<file path="src/rtl/controller_sequencer_if.sv">
// Control-word bundle between the sequencer and the 8-bit datapath.
// The master (sequencer) reads the IR opcode and drives every control line
// plus the T-state ring. The slave (datapath) supplies the opcode and
// consumes the controls.
interface controller_sequencer_if #(
   parameter int OPW = 4
);
   logic [OPW-1:0] opcode;
   logic           cp;
   logic           ep;
   logic           lm;
   logic           ce;
   logic           li;
   logic           ei;
   logic           la;
   logic           ea;
   logic           su;
   logic           eu;
   logic           lb;
   logic           lo;
   logic           hlt;
   logic [5:0]     tstate;

   modport master (
      input  opcode,
      output cp, ep, lm, ce, li, ei, la, ea, su, eu, lb, lo, hlt, tstate
   );

   modport slave (
      output opcode,
      input  cp, ep, lm, ce, li, ei, la, ea, su, eu, lb, lo, hlt, tstate
   );
endinterface

</file>
<file path="src/rtl/controller_sequencer.sv">
// Six-state one-hot ring counter (T1..T6) with the opcode decoder.
// T1-T3 fetch the instruction. T4-T6 execute LDA/ADD/SUB/OUT, and any
// other opcode is a NOP.
// Optional feature macro: CTRL_HALT_EN. When it is defined, opcode 1111
// halts the machine in T4 until clr. When it is undefined, 1111 is a NOP
// and hlt is tied to 0.
module controller_sequencer #(
   parameter int OPW = 4
) (
   input  logic                      clk,
   input  logic                      clr,
   controller_sequencer_if.master    bus
);

   typedef enum logic [5:0] {
      T1 = 6'b000001,
      T2 = 6'b000010,
      T3 = 6'b000100,
      T4 = 6'b001000,
      T5 = 6'b010000,
      T6 = 6'b100000
   } tstate_e;

   typedef struct packed {
      logic cp, ep, lm, ce, li, ei, la, ea, su, eu, lb, lo, hlt;
   } ctrl_t;

   localparam logic [OPW-1:0] OP_LDA = OPW'(4'b0000);
   localparam logic [OPW-1:0] OP_ADD = OPW'(4'b0001);
   localparam logic [OPW-1:0] OP_SUB = OPW'(4'b0010);
   localparam logic [OPW-1:0] OP_OUT = OPW'(4'b1110);
   localparam logic [OPW-1:0] OP_HLT = OPW'(4'b1111);

   tstate_e state_q;
   tstate_e state_d;
   logic    run_q;     // low only until the first edge after clr, which holds T1
   logic    halted_q;
   ctrl_t   ctrl;

`ifdef CTRL_HALT_EN
   localparam bit HALT_EN = 1'b1;

   // Sticky halt flag: set when T4 is left with HLT decoded, cleared only by clr.
   always_ff @(posedge clk or posedge clr) begin
      if (clr)
         halted_q <= 1'b0;
      else if (state_q == T4 && bus.opcode == OP_HLT)
         halted_q <= 1'b1;
   end
`else
   localparam bit HALT_EN = 1'b0;
   assign halted_q = 1'b0;
`endif

   // Ring-counter register. The first edge after reset release keeps T1.
   always_ff @(posedge clk or posedge clr) begin
      // NOTE: state registers use non-blocking assignments so every flop samples pre-edge values.
      if (clr) begin
         state_q <= T1;
         run_q   <= 1'b0;
      end else begin
         state_q <= state_d;
         run_q   <= 1'b1;
      end
   end

   // Next-state and control-word decode from the registered T-state and the live opcode.
   always_comb begin
      // NOTE: defaults come first so no path leaves an output unassigned (no latches).
      ctrl    = '0;
      state_d = T1;
      case (state_q)
         T1: begin
            ctrl.ep = 1'b1;
            ctrl.lm = 1'b1;
            state_d = T2;
         end
         T2: begin
            ctrl.cp = 1'b1;
            state_d = T3;
         end
         T3: begin
            ctrl.ce = 1'b1;
            ctrl.li = 1'b1;
            state_d = T4;
         end
         T4: begin
            state_d = T5;
            if (HALT_EN && bus.opcode == OP_HLT) begin
               ctrl.hlt = 1'b1;
               state_d  = T4;
            end else begin
               case (bus.opcode)
                  OP_LDA, OP_ADD, OP_SUB: begin
                     ctrl.ei = 1'b1;
                     ctrl.lm = 1'b1;
                  end
                  OP_OUT: begin
                     ctrl.ea = 1'b1;
                     ctrl.lo = 1'b1;
                  end
                  default: ;
               endcase
            end
         end
         T5: begin
            state_d = T6;
            case (bus.opcode)
               OP_LDA: begin
                  ctrl.ce = 1'b1;
                  ctrl.la = 1'b1;
               end
               OP_ADD: begin
                  ctrl.ce = 1'b1;
                  ctrl.lb = 1'b1;
               end
               OP_SUB: begin
                  // su rises a state early so the difference settles before eu.
                  ctrl.ce = 1'b1;
                  ctrl.lb = 1'b1;
                  ctrl.su = 1'b1;
               end
               default: ;
            endcase
         end
         T6: begin
            state_d = T1;
            case (bus.opcode)
               OP_ADD: begin
                  ctrl.eu = 1'b1;
                  ctrl.la = 1'b1;
               end
               OP_SUB: begin
                  ctrl.eu = 1'b1;
                  ctrl.la = 1'b1;
                  ctrl.su = 1'b1;
               end
               default: ;
            endcase
         end
         // A corrupted ring (zero or several bits set) drives nothing and restarts at T1.
         default: begin
            ctrl    = '0;
            state_d = T1;
         end
      endcase

      if (!run_q)
         state_d = T1;

      if (halted_q) begin
         ctrl     = '0;
         ctrl.hlt = 1'b1;
         state_d  = T4;
      end

      if (clr)
         ctrl = '0;
   end

   assign bus.cp     = ctrl.cp;
   assign bus.ep     = ctrl.ep;
   assign bus.lm     = ctrl.lm;
   assign bus.ce     = ctrl.ce;
   assign bus.li     = ctrl.li;
   assign bus.ei     = ctrl.ei;
   assign bus.la     = ctrl.la;
   assign bus.ea     = ctrl.ea;
   assign bus.su     = ctrl.su;
   assign bus.eu     = ctrl.eu;
   assign bus.lb     = ctrl.lb;
   assign bus.lo     = ctrl.lo;
   assign bus.hlt    = ctrl.hlt;
   assign bus.tstate = state_q;

endmodule

</file>
<file path="src/flat_wrapper.sv">
// flat-port wrapper written by rule: the top's interface ports become plain ports
module controller_sequencer_flat 
#(
   parameter int OPW = 4
)
  (clk, clr, bus_opcode, bus_cp, bus_ep, bus_lm, bus_ce, bus_li, bus_ei, bus_la, bus_ea, bus_su, bus_eu, bus_lb, bus_lo, bus_hlt, bus_tstate);
  controller_sequencer_if #(.OPW(OPW)) bus_i ();
  input  logic clk;
  input  logic clr;
  input wire logic [$bits(bus_i.opcode)-1:0] bus_opcode;
  output wire logic [$bits(bus_i.cp)-1:0] bus_cp;
  output wire logic [$bits(bus_i.ep)-1:0] bus_ep;
  output wire logic [$bits(bus_i.lm)-1:0] bus_lm;
  output wire logic [$bits(bus_i.ce)-1:0] bus_ce;
  output wire logic [$bits(bus_i.li)-1:0] bus_li;
  output wire logic [$bits(bus_i.ei)-1:0] bus_ei;
  output wire logic [$bits(bus_i.la)-1:0] bus_la;
  output wire logic [$bits(bus_i.ea)-1:0] bus_ea;
  output wire logic [$bits(bus_i.su)-1:0] bus_su;
  output wire logic [$bits(bus_i.eu)-1:0] bus_eu;
  output wire logic [$bits(bus_i.lb)-1:0] bus_lb;
  output wire logic [$bits(bus_i.lo)-1:0] bus_lo;
  output wire logic [$bits(bus_i.hlt)-1:0] bus_hlt;
  output wire logic [$bits(bus_i.tstate)-1:0] bus_tstate;
  assign bus_i.opcode = bus_opcode;
  assign bus_cp = bus_i.cp;
  assign bus_ep = bus_i.ep;
  assign bus_lm = bus_i.lm;
  assign bus_ce = bus_i.ce;
  assign bus_li = bus_i.li;
  assign bus_ei = bus_i.ei;
  assign bus_la = bus_i.la;
  assign bus_ea = bus_i.ea;
  assign bus_su = bus_i.su;
  assign bus_eu = bus_i.eu;
  assign bus_lb = bus_i.lb;
  assign bus_lo = bus_i.lo;
  assign bus_hlt = bus_i.hlt;
  assign bus_tstate = bus_i.tstate;
  controller_sequencer #(.OPW(OPW)) u_core (.clk(clk), .clr(clr), .bus(bus_i));
endmodule
</file>
<file path="config.mk">
export PLATFORM = sky130hd
export DESIGN_NAME = controller_sequencer_flat
export DESIGN_NICKNAME = d
export VERILOG_FILES = /design/src/rtl/controller_sequencer_if.sv /design/src/rtl/controller_sequencer.sv /design/src/flat_wrapper.sv
export SDC_FILE = /design/constraint.sdc
export NUM_CORES = 1
export LEC_CHECK = 0
export CORE_MARGIN = 3
export CORE_UTILIZATION = 30
export CTS_CLUSTER_SIZE = 28
export DETAILED_ROUTE_END_ITERATION = 10
export SLEW_MARGIN = 20
export SYNTH_ARGS = -nofsm -noshare
export SYNTH_HDL_FRONTEND = slang
export SYNTH_SLANG_ARGS = --single-unit
</file>
<file path="constraint.sdc">
create_clock -name clk -period 2 [get_ports clk]
set_input_delay 0.4 -clock clk [delete_from_list [all_inputs] [get_ports clk]]
set_output_delay 0.4 -clock clk [all_outputs]
set_load 0.02 [all_outputs]
</file>
==> metrics.txt, run 1 <==
outcome completed; Max FO, Critical Path 4; H-tree level count 1; power density over the cells slightly below 500 mW/mm2; total gr overflow 0; hold_buf cts 0; antenna-violating nets left 0; Crit path arrival time 1.59 ns; final instance area 918.4 um2; minimum clock period 1.989 ns; DRC 0; post-route insts no fill 121; largest net degree at the start of global routing 9; full die area 0.002166 mm2; RR Endpoint u_core.bus.tstate[0]; highest clock rate 0.5028 GHz; Yosys reg bits 7; diodes inserted 0; startpoint types register; Worst-path clk slew 0.05 ns; first-pass GRT wire length approximately 2300 um; Min-Delay Startpoint u_core.run_q; Port-buffer cells 23; Final Max Slew Viols 0; Final Total Pwr 448.0 uW; area grow syn2layout 86.29%; Comb power frac 0.361; commonest non-fill, non-tap cell in the layout buf_4; Mean Syn Cell Area 7.951 um2; Setup Crit Path Kind register to output pin; synth warn 0; Clk pwr share 0.274; chip height 46.54 um; gr usage total 0.1496; initial antenna violation count 0; routed length per instance about 12 um; worst r2r src u_core.bus.tstate[2]; Psw between 100 and 150 uW; Die W 46.54 um; Via Count 582; clock root cell clkbuf_4; Sink Count 7; initial core utilization 0.3235; Worst Hold Class register to register; WHS Path Cells 2; DR vias/cell about 4.8; max-cap violation count 0; cells after synthesis between 60 and 70; commonest non-fill, non-tap cells in the layout buf_4, nor2_1, clkdlybuf4s50_1; share of layout cells above drive strength 1 0.4762; Hold Path Sink u_core.bus.tstate[5]; setup tns final 0 ns; Fin Clk Skew 0.001174 ns; # setup viols final 0; final layout net count 112; Seq pwr share 0.365; drt initial violations 6; Final Hold Vio Count 0; Top Ports 25; P_leak between 0.4 and 0.5 nW; row count 14; post-synthesis sequential area ratio 0.3579; area of the core 0.001524 mm2; Initial DRT Pass Iterations 3; critical path required time 1.60 ns; RSZ-0062 raised after global routing yes; Synth cell types 25; Max rail drop VDD 477.2 uV; dpl cell area a little under 900 um2; Int Pwr 310.9 uW; total CTS buffers 3; final worst path period share 0.9944; CTS max path bufs 2; detailed-placement wirelength estimate about 1100 um; worst reg2reg setup slack between 0.6 and 0.7 ns; vias in the first global route 542; Final Wtd Congestion around 0.83; final core occ 0.6026; Sw Ratio 0.3059; Syn Nets between 60 and 70; routed wire length 1468 um; TritonCTS clock tree done; crit end category output pin; reg2reg path depth 5; Synth Cell Area 493.0 um2; dpl cells 116; Clk Latency, worst-skew pair 0.24 ns
==> cell families after synthesis <==
group | count (synthesis) | synth area share
other | 2 | 0.01523
flip-flops | 7 | 0.3579
XOR/XNOR | 2 | 0.03554
AO/OA/AOI/OAI | 8 | 0.1142
AND/OR/NAND/NOR | 36 | 0.3782
buffers and inverters | 7 | 0.09897
==> registers in the layout, summed over array words and instances (netlist names) <==
name and count:
u_core.bus.tstate 6, u_core.run_q 1
==> per-stage QoR <==
stage | setup slack, ns | hold WS [ns]
6_report | 0.01122 | 0.5313
5_1_grt | -0.04967 | 0.5750
4_1_cts | -0.1759 | 0.5334
3_5_place_dp | -0.5398 | 0.5211
3_3_place_gp | -0.5181 | 0.5185
2_1_floorplan | 0.003774 | 0.4225
==> area by class of cell <==
type	count	area, um2
fillers	149	605.6
repair buffers	44	352.8
multi-input cells	48	332.8
flip-flops and latches	7	178.9
clock buffers	4	26.28
well taps	16	20.02
inverters	2	7.507
==> layer usage <==
layer | GRT usage | routed length, um | up-vias
met5 | 0 | 0 | -
met4 | 0.05114 | 6 | 0
met3 | 0.01953 | 138 | 2
met2 | 0.2637 | 701 | 19
met1 | 0.1831 | 621 | 263
li1 | - | - | 298
==> timing repair <==
| action | 4_1_cts | 5_1_grt |
|---|---|---|
| setup endpoints to repair | 12 | 12 |
| gates resized for setup | 46 | 26 |
| buffers inserted | 0 | 1 |
| pin swaps | 1 | 5 |
==> critical path, stage by stage (launching register included) <==
cell and delay [ns]:
dfrtp_2 0.42, buf_4 0.15, or3b_1 0.34, a21o_1 0.19
a21oi_2 0.10, buf_4 0.14
==> Yosys cell counts (all sizes together) <==
cell	instances	area (um2)
nor3	5	25.02
xor2	2	17.52
or3b	2	17.52
nand2	4	15.01
nand2b	3	18.77
clkbuf	1	3.750
dfrtp	6	150.1
nor4	2	12.51
o21ai	1	5.000
a21oi	1	5.000
buf	4	37.53
or2b	1	7.510
dfstp	1	26.28
nand3	3	15.01
nor2	12	45.04
inv	2	7.510
o22ai	1	6.260
nand3b	4	30.03
o211ai	1	7.510
o32ai	1	8.760
a21o	1	7.510
a31o	1	8.760
conb	2	7.510
a211oi	1	7.510
==> how the worst max path moves through the flow <==
| stage | endpoint | depth (start not counted) | slack, ns | start |
|---|---|---|---|---|
| 2_1_floorplan | bus_lo | 5 | 0.004 | u_core.bus.tstate[5] |
| 3_3_place_gp | bus_la | 5 | -0.52 | bus_opcode[1] |
| 3_5_place_dp | bus_la | 5 | -0.54 | bus_opcode[1] |
| 4_1_cts | bus_ea | 4 | -0.18 | u_core.bus.tstate[5] |
| 5_1_grt | bus_la | 5 | -0.05 | u_core.bus.tstate[5] |
| 6_report | bus_la | 5 | 0.01 | u_core.bus.tstate[5] |
==> power groups by stage <==
| stage | registers (mW) | logic, mW | clock network, mW |
|---|---|---|---|
| final | 0.163 | 0.162 | 0.123 |
| after global routing | 0.166 | 0.176 | 0.135 |
| after CTS | 0.161 | 0.158 | 0.130 |
| after detailed placement | 0.163 | 0.159 | 0 |
| after global placement | 0.163 | 0.159 | 0 |
| after floorplan | 0.176 | 0.0553 | 0 |
Note: power is estimated with default switching activity, not from simulation.
==> inputs of run 2 (changes only) <==
--- a/config.mk
+++ b/config.mk
@@ -5,7 +5,7 @@
 export SDC_FILE = /design/constraint.sdc
 export NUM_CORES = 1
 export LEC_CHECK = 0
-export CORE_MARGIN = 3
+export CORE_MARGIN = 5
 export CORE_UTILIZATION = 30
 export CTS_CLUSTER_SIZE = 28
 export DETAILED_ROUTE_END_ITERATION = 10
==> run 2 against run 1 <==
Net effect: first-iteration DRC count up 100%; critical path depth down 1; count of clock-buffer cells in the layout shrank 1; hold slack gained 0.0022 ns; sequential share of layout area is 0.13 points higher; maximum frequency increased by 3.1%; worst setup slack gained 0.059 ns; cell area shrank 0.68%; critical path type unchanged; largest power group unchanged; highest routed layer is now met3.
==> metrics.txt, run 2 (synthesis gave the netlist of run 1 again) <==
outcome completed; P_leak 0.4398 nW (-4.1%); power density over the cells 482.4 mW/mm2 (-1.1%); dpl cells 116 (unchanged); final worst path period share 0.9648 (-0.02963); highest clock rate 0.5183 GHz (+3.1%); routed wire length 1515 um (+3.2%); diodes inserted 0 (unchanged); commonest non-fill, non-tap cell in the layout buf_4; max FFs per register 6 (unchanged); Via Count 580 (-0.34%); row count 14 (unchanged); Seq pwr share 0.371 (+0.006); Crit path arrival time 1.53 ns (-0.06 ns); Worst Hold Class register to register; largest net degree at the start of global routing 9 (unchanged); TritonCTS clock tree done; Final Hold Vio Count 0 (unchanged); initial core utilization 0.3235 (unchanged); max-cap violation count 0 (unchanged); Clk Latency, worst-skew pair 0.25 ns (about the same); Sw Ratio 0.3123 (+0.006421); crit end category output pin; clock root cell clkbuf_4; Int Pwr 302.6 uW (-2.7%); initial antenna violation count 0 (unchanged); detailed-placement wirelength estimate 1205 um (+7.3%); startpoint types register; RSZ-0062 raised after global routing yes; gr usage total 0.1267 (-0.02283); first-pass GRT wire length 2622 um (+12%); Setup Crit Path Kind register to output pin; fillcell total 145 (-2.7%); total gr overflow 0 (unchanged); Max rail drop VDD 466.2 uV (-2.3%); Max FO, Critical Path 8 (+4); chip height 50.54 um (+8.6%); final layout net count 112 (unchanged); area of the core 0.001524 mm2 (unchanged); full die area 0.002554 mm2 (+18%); final instance area 912.1 um2 (-0.68%); Port-buffer cells 23 (unchanged); routed length per instance 12.52 um (+3.2%); minimum clock period 1.930 ns (-0.05926 ns); post-route insts no fill 121 (unchanged); Die W 50.54 um (+8.6%); area of the multi-input gates 329.1 um2 (-1.1%); Final Total Pwr 440.0 uW (-1.8%); total CTS buffers 3 (unchanged); Register Area 178.9 um2 (unchanged); DR vias/cell 4.793 (-0.34%); Sink Count 7 (unchanged); drt initial violations 12 (+6); DRC 0 (unchanged); dpl cell area 867.1 um2 (unchanged); H-tree level count 1 (unchanged); Setup WS post-layout 0.07049 ns (+0.05926 ns); Fin Clk Skew 0.001176 ns (+0.000001670 ns); worst hold margin 0.5334 ns (+0.002158 ns); Comb power frac 0.346 (-0.015); Psw 137.4 uW (+0.28%); # setup viols final 0 (unchanged); CTS max path bufs 2 (unchanged); Top Ports 25 (unchanged); Final Max Slew Viols 0 (unchanged); hold_buf cts 0 (unchanged); setup tns final 0 ns (unchanged); critical path required time 1.60 ns (about the same); commonest non-fill, non-tap cells in the layout buf_4, nor2_1, clkdlybuf4s50_1; vias in the first global route 564 (+4.1%); area grow syn2layout 85.03%; antenna-violating nets left 0 (unchanged); share of layout cells above drive strength 1 0.4667 (-0.009524); Initial DRT Pass Iterations 4 (+1); Worst-path clk slew 0.05 ns (about the same); Final Wtd Congestion 0.7490 (-9.7%); Clk pwr share 0.284 (+0.010); final core occ 0.5985 (-0.004105); pre-CTS WS -0.5112 ns (+0.02853 ns)
run 2: repair_timing:
item,CTS,global route
resized for setup,38,31
pin swaps,0,5
setup buffers,0,1
endpoints found under the setup margin,12,12
run 2: worst paths after layout:
kind,from,endpoint,slack [ns],cells past startpoint
setup reg to reg,u_core.bus.tstate[4],u_core.bus.tstate[0],0.74,4
hold / removal,u_core.run_q,u_core.bus.tstate[5],0.53,2
setup / recovery,u_core.bus.tstate[4],bus_la,0.07,4
min in group asynchronous,clr,u_core.bus.tstate[4],0.60,3
max in group asynchronous,clr,u_core.bus.tstate[0],1.14,3
hold reg to reg,u_core.run_q,u_core.bus.tstate[5],0.53,2
run 2: worst max-delay path, stage by stage, from the launching register on:
cell      delay [ns]
dfrtp_2         0.47
nand2b_4        0.17
or3b_1          0.34
a21oi_1         0.14
buf_4           0.15
run 2: layer usage:
metal,vias up,part of all wire,track usage
met3,0,0.099,0.05621
met4,0,0,0.02553
met2,30,0.42,0.1860
met5,-,0,0
met1,254,0.48,0.1721
li1,296,-,-
run 2: power by group through the flow:
stage	sequential [mW]	clock, mW	combinational, mW
final	0.163	0.125	0.152
after CTS	0.161	0.132	0.148
after floorplan	0.176	0	0.0553
after global routing	0.164	0.143	0.166
after global placement	0.163	0	0.153
after detailed placement	0.163	0	0.153
run 2: cell type report:
cell class	instances	share of cell area
clock inverter	1	0.005487
timing repair buffer	44	0.3827
clock buffer	3	0.02469
inverter	2	0.008230
multi-input combinational	48	0.3608
tap	16	0.02195
sequential	7	0.1962
